<file path="src/rtl/pipe_ctrl_pkg.sv">
// Shared constants for the pipeline flow controller: stage indices and
// the default geometry of the pipe and the fetch counters.
package pipe_ctrl_pkg;

    // Classic five-stage naming; stage 0 is fetch, the last stage is writeback.
    localparam int STG_IF  = 0;
    localparam int STG_ID  = 1;
    localparam int STG_EX  = 2;
    localparam int STG_MEM = 3;
    localparam int STG_WB  = 4;

    localparam int DEF_NUM_STAGES = 5;
    localparam int DEF_CNT_W      = 2;

endpackage

</file>
<file path="src/rtl/pipe_stage_slot.sv">
// One pipeline stage slot: a valid bit plus its allow-in and hand-off terms.
module pipe_stage_slot (
    input  logic clk,
    input  logic resetn,
    input  logic up_offer,    // upstream presents an item this cycle
    input  logic ready_go,    // this stage has finished its work
    input  logic allow_next,  // downstream can take an item this cycle
    input  logic flush,       // kill this stage's content
    output logic valid,
    output logic allow_in,
    output logic stage_go
);

    // An empty slot always accepts; a full one only when its item leaves.
    assign allow_in = !valid || (ready_go && allow_next);

    // A killed item must not leak downstream in the flush cycle.
    assign stage_go = valid && ready_go && allow_next && !flush;

    // Valid register: flush wins over load, otherwise load when allowed.
    always_ff @(posedge clk or negedge resetn) begin
        if (!resetn) begin
            valid <= 1'b0;
        end else if (flush) begin
            valid <= 1'b0;
        end else if (allow_in) begin
            valid <= up_offer;
        end
    end

endmodule

</file>
<file path="src/rtl/pipe_flow_ctrl.sv">
// N-stage valid/allow-in chain with per-stage flush, plus outstanding
// fetch-request tracking that marks responses made stale by a stage-0 flush.
//
// Handshake between adjacent stages: an item moves from stage i to i+1 on a
// rising edge exactly when valid[i] && ready_go[i] && allow_in[i+1] and
// stage i is not being flushed (that is stage_go[i]); neither side may
// retract its term based on the other within the cycle. The last stage
// hands off to the sink under the same rule with out_allow in place of
// allow_in[i+1].
module pipe_flow_ctrl
    import pipe_ctrl_pkg::*;
#(
    parameter int NUM_STAGES = DEF_NUM_STAGES,
    parameter int CNT_W      = DEF_CNT_W
) (
    input  logic                  clk,
    input  logic                  resetn,
    input  logic                  in_valid,
    input  logic [NUM_STAGES-1:0] ready_go,
    input  logic                  out_allow,
    input  logic [NUM_STAGES-1:0] flush_mask,
    input  logic                  req_issued,
    input  logic                  resp_valid,
    output logic [NUM_STAGES-1:0] valid,
    output logic [NUM_STAGES-1:0] allow_in,
    output logic [NUM_STAGES-1:0] stage_go,
    output logic                  req_allow,
    output logic                  resp_discard
);

    localparam logic [CNT_W-1:0] CNT_MAX = '1;

    // Each slot keeps its chain terms in its own generate scope so the
    // combinational allow-in chain is a set of scalar nets, not one vector
    // that feeds back into itself.
    for (genvar i = 0; i < NUM_STAGES; i++) begin : g_slot
        logic up_offer;
        logic nxt_allow;
        logic slot_valid;
        logic slot_allow;
        logic slot_go;

        if (i == STG_IF) begin : g_head
            assign up_offer = in_valid;
        end else begin : g_body
            assign up_offer = g_slot[i-1].slot_go;
        end

        if (i == NUM_STAGES - 1) begin : g_tail
            assign nxt_allow = out_allow;
        end else begin : g_link
            assign nxt_allow = g_slot[i+1].slot_allow;
        end

        pipe_stage_slot u_slot (
            .clk        (clk),
            .resetn     (resetn),
            .up_offer   (up_offer),
            .ready_go   (ready_go[i]),
            .allow_next (nxt_allow),
            .flush      (flush_mask[i]),
            .valid      (slot_valid),
            .allow_in   (slot_allow),
            .stage_go   (slot_go)
        );

        assign valid[i]    = slot_valid;
        assign allow_in[i] = slot_allow;
        assign stage_go[i] = slot_go;
    end

    logic [CNT_W-1:0] out_cnt;
    logic [CNT_W-1:0] disc_cnt;
    logic [CNT_W-1:0] cnt_nxt;

    // In-flight count after this edge; also what a flush marks as stale.
    assign cnt_nxt = out_cnt + CNT_W'(req_issued) - CNT_W'(resp_valid);

    // Outstanding-request counter.
    always_ff @(posedge clk or negedge resetn) begin
        if (!resetn) begin
            out_cnt <= '0;
        end else begin
            out_cnt <= cnt_nxt;
        end
    end

    // Stale-response counter: reloaded on a fetch flush, drained by responses.
    // A response in the flush cycle itself is killed by the stage-0 flush.
    always_ff @(posedge clk or negedge resetn) begin
        if (!resetn) begin
            disc_cnt <= '0;
        end else if (flush_mask[STG_IF]) begin
            disc_cnt <= cnt_nxt;
        end else if (resp_valid && (disc_cnt != '0)) begin
            disc_cnt <= disc_cnt - 1'b1;
        end
    end

    assign req_allow    = (out_cnt != CNT_MAX);
    assign resp_discard = resp_valid && (disc_cnt != '0) && !flush_mask[STG_IF];

    // Issuing past the in-flight limit would wrap the counter.
    a_req_in_limit : assert property (@(posedge clk) disable iff (!resetn)
        req_issued |-> req_allow);

endmodule
</file>
<file path="config.mk">
export PLATFORM = sky130hd
export DESIGN_NAME = pipe_flow_ctrl
export DESIGN_NICKNAME = d
export VERILOG_FILES = /design/src/rtl/pipe_ctrl_pkg.sv /design/src/rtl/pipe_stage_slot.sv /design/src/rtl/pipe_flow_ctrl.sv
export SDC_FILE = /design/constraint.sdc
export NUM_CORES = 1
export LEC_CHECK = 0
export ABC_CLOCK_PERIOD_IN_PS = 2700
export CAP_MARGIN = 30
export CORE_MARGIN = 1.5
export CORE_UTILIZATION = 42
export DETAILED_ROUTE_END_ITERATION = 8
export GPL_TIMING_DRIVEN = 0
export PLACE_DENSITY = 0.83
export SYNTH_ARGS = -nofsm -noshare
export SYNTH_HDL_FRONTEND = slang
export SYNTH_SLANG_ARGS = --single-unit
</file>
<file path="constraint.sdc">
create_clock -name clk -period 2.7 [get_ports clk]
set_clock_uncertainty 0.15 [all_clocks]
set_input_delay 0.405 -clock clk [delete_from_list [all_inputs] [get_ports clk]]
set_output_delay 0.405 -clock clk [all_outputs]
set_load 0.02 [all_outputs]
</file>
==> impl_metrics.xml <==
<?xml version="1.0" encoding="UTF-8"?>
<metrics>
  <group name="cells_and_area">
    <metric name="design.final.nets" unit="">129</metric>
    <metric name="num_antenna_cells" unit="">0</metric>
    <metric name="post-route-util" unit="%">68.8</metric>
    <metric name="fillCellCount" unit="">125</metric>
    <metric name="area_delta_synth_final" unit="%">55.1</metric>
    <metric name="drive_gt1_share" unit="%">23.9</metric>
  </group>
  <group name="worst_setup_path">
    <metric name="worst-endpoint-required" unit="ns">2.14</metric>
    <metric name="worstSetupPathType" unit="">in -&gt; out</metric>
    <metric name="startpoint_type" unit="">primary input</metric>
    <metric name="timing.reg2reg.setup_slack" unit="ns">1.11</metric>
    <metric name="critPathMaxFanout" unit="">4</metric>
    <metric name="timing.critical_path.arrival" unit="ns">2.03</metric>
    <metric name="cp-end-kind" unit="">primary output</metric>
  </group>
  <group name="status">
    <metric name="result_of_the_run" unit="">completed</metric>
  </group>
  <group name="routing">
    <metric name="drt-wirelength-per-cell" unit="um">9.83</metric>
    <metric name="postRouteAntennaNets" unit="">0</metric>
    <metric name="finalWirelength" unit="mm">1.23</metric>
    <metric name="via_count_normalized_by_instance_count" unit="">4.54</metric>
    <metric name="detail_route.drc_violations" unit="">0</metric>
    <metric name="drt-pass1-iter-count" unit="">2</metric>
    <metric name="detailedRoute.firstIterationViolations" unit="">2</metric>
    <metric name="detailroute.via_count" unit="">567</metric>
  </group>
  <group name="logic_synthesis">
    <metric name="postSynthRegisterBits" unit="">9</metric>
    <metric name="post_synthesis_cell_area" unit="sq um">661</metric>
    <metric name="synth-warning-count" unit="">0</metric>
    <metric name="syn-instance-count" unit="">73</metric>
    <metric name="postSynthNetCount" unit="">92</metric>
    <metric name="yosys.cell_types.count" unit="">22</metric>
    <metric name="syn_area_per_cell" unit="sq um">9.05</metric>
    <metric name="seq_area_frac_synth" unit="%">34.1</metric>
  </group>
  <group name="timing">
    <metric name="setup_slack" unit="ns">0.120</metric>
    <metric name="final-hold-violation-count" unit="">0</metric>
    <metric name="final_max_slew_viol_count" unit="">0</metric>
    <metric name="final_number_of_setup_violating_endpoints" unit="">0</metric>
    <metric name="timing.final.crit_period" unit="ns">2.58</metric>
    <metric name="highest_achievable_clock_rate" unit="GHz">0.388</metric>
    <metric name="final_min_period_over_clock_period" unit="%">95.6</metric>
    <metric name="timing_worst_slew_pin_value" unit="ns">0.412</metric>
    <metric name="setup_repair_after_global_routing_missed_its_margin" unit="">false</metric>
    <metric name="timing.slew.headroom" unit="%">72.5</metric>
    <metric name="totalNegativeSetupSlack" unit="ns">0</metric>
  </group>
  <group name="placement">
    <metric name="io_buffer_count" unit="">32</metric>
    <metric name="hpwlAfterDp" unit="mm">1.01</metric>
    <metric name="preCtsSetupSlack" unit="ns">-0.0782</metric>
    <metric name="weighted_congestion_reported_at_the_end_of_routability_driven_placement" unit="">0.759</metric>
  </group>
  <group name="power">
    <metric name="total_power" unit="mW">0.497</metric>
    <metric name="worst_ir_drop_vdd" unit="V">0.000491</metric>
    <metric name="power.static_leakage" unit="nW">0.489</metric>
    <metric name="cellPowerDensity" unit="mW/mm^2">485</metric>
  </group>
  <group name="clock_network">
    <metric name="htree_num_levels" unit="">1</metric>
    <metric name="clock_latency" unit="ns">0.26</metric>
    <metric name="clk_root_buffer_cell" unit="">clkbuf_4</metric>
    <metric name="hold_buffers" unit="">0</metric>
    <metric name="cts-buffers-inserted" unit="">3</metric>
    <metric name="ctsLongestPathBuffers" unit="">2</metric>
    <metric name="cts_tree" unit="">yes</metric>
    <metric name="clk_transition_reported_paths" unit="ns">0.06</metric>
    <metric name="cts_num_sinks" unit="">9</metric>
    <metric name="cts_setup_buffers" unit="">0</metric>
  </group>
  <group name="floorplan">
    <metric name="die_height" unit="um">42.7</metric>
    <metric name="die_x" unit="um">42.7</metric>
    <metric name="initial_utilization" unit="%">44.4</metric>
    <metric name="io_pins" unit="">33</metric>
    <metric name="core_area" unit="sq mm">0.00149</metric>
    <metric name="fp-row-count" unit="">14</metric>
    <metric name="dieArea" unit="sq mm">0.00182</metric>
  </group>
  <group name="min_path">
    <metric name="min-delay-path-class" unit="">in -&gt; async</metric>
  </group>
  <group name="global_routing">
    <metric name="grt_first_pass_wirelength" unit="mm">2.13</metric>
    <metric name="grt_start_max_net_pins" unit="">10</metric>
    <metric name="grt.overflow.total" unit="">0</metric>
    <metric name="via_count_of_the_first_global_routing_pass" unit="">527</metric>
    <metric name="grt_util_all_layers" unit="%">15.0</metric>
    <metric name="grt_antenna_before_repair" unit="">0</metric>
  </group>
  <group name="job">
    <metric name="maxCapViolCount" unit="">0</metric>
  </group>
</metrics>
[cells in the mapped netlist (all sizes together)]
cell type	instances	share of area [%]
nor2	6	3.4
and3	1	0.95
a31o	1	1.3
ha	3	5.7
a21oi	5	4.4
and2	1	1.3
nor3b	1	1.1
o31a	1	1.5
buf	15	17
nand3b	4	4.5
dfrtp	9	34
nor2b	2	1.9
xnor2	3	4.0
inv	10	6.1
nand2b	1	0.95
a221oi	1	4.0
o21ai	5	5.5
nand2	4	2.3
[layout by cell type (no fill, tap or decap), types with 4 or more instances in the layout]
cell,Yosys,layout
clkdlybuf4s50_1,0,27
buf_4,15,15
dfrtp_1,9,9
inv_1,8,8
nor2_1,6,6
nand2_1,4,4
nand3b_1,4,4
a21oi_1,4,4
dlygate4sd2_1,0,4
[final timing paths]
| check | from | end | cells after the start |
|---|---|---|---|
| setup / recovery | out_allow | allow_in[2] | 7 |
| hold / removal | resetn | disc_cnt[1] | 1 |
| setup reg to reg | out_cnt[0] | disc_cnt[1] | 8 |
| hold reg to reg | disc_cnt[1] | disc_cnt[1] | 2 |
| max in group asynchronous | resetn | g_slot[2].u_slot.valid | 1 |
| min in group clk | disc_cnt[1] | disc_cnt[1] | 2 |
[state kept, by name, indices dropped and copies added (netlist names)]
register and flops:
g_slot.u_slot.valid 5, disc_cnt 2, out_cnt 2
[per-layer routing]
layer | part of all wire, % | routed length, um | vias to the layer above | global-route usage [%]
met1 | 44 | 540 | 248 | 17.8
met5 | 0 | 0 | - | 0
met4 | 0.73 | 9 | 0 | 3.75
met2 | 47 | 579 | 26 | 27.3
li1 | - | - | 291 | -
met3 | 8.1 | 100 | 2 | 2.98
[critical path: stages]
cell             delay (ns)
clkdlybuf4s50_1        0.45
nand2_1                0.06
and2_4                 0.17
inv_4                  0.07
a31o_2                 0.17
buf_4                  0.10
clkdlybuf4s50_1        0.58
[layout make-up]
cell class / instances / area (sq um) / area share (%)
Timing Repair Buffer: 32 / 318 / 31.0
Multi-Input combinational cell: 39 / 283 / 27.6
Sequential cell: 9 / 225 / 22.0
Buffer: 15 / 113 / 11.0
Inverter: 10 / 40.0 / 3.91
Clock buffer: 4 / 26.3 / 2.56
Tap cell: 16 / 20.0 / 1.95
[power breakdown]
part | switching (mW) | total (mW) | internal [mW]
clock | 0.0467 | 0.104 | 0.0569
sequential | 0.0163 | 0.185 | 0.168
combinational | 0.0995 | 0.209 | 0.109
total | 0.162 | 0.497 | 0.334
[stage by stage]
| stage | cells | area [sq um] | hold slack [ns] |
|---|---|---|---|
| finish | 125 | 1020 | 0.288 |
| global route | 125 | 1020 | 0.307 |
| CTS | 125 | 1020 | 0.294 |
| detailed placement | 121 | 1000 | 0.424 |
| global placement | 121 | 1000 | 0.402 |
| floorplan | 73 | 661 | -0.0406 |
[what timing repair did]
item / CTS / global route
setup endpoints to repair: 5 / 1
pin swaps: 0 / 0
resized for setup: 5 / 1
[cell families (layout without fill, tap and decap cells)]
family          after synthesis  in the layout  share of synthesized area (%)
xor+xnor                      3              3                           3.98
simple gates                 20             20                           16.5
compound gates               13             13                           16.7
flops                         9              9                           34.1
fa+ha+maj                     3              3                           5.68
buf+inv                      25             61                           23.1
No activity file was read; power rests on OpenSTA's default activity.
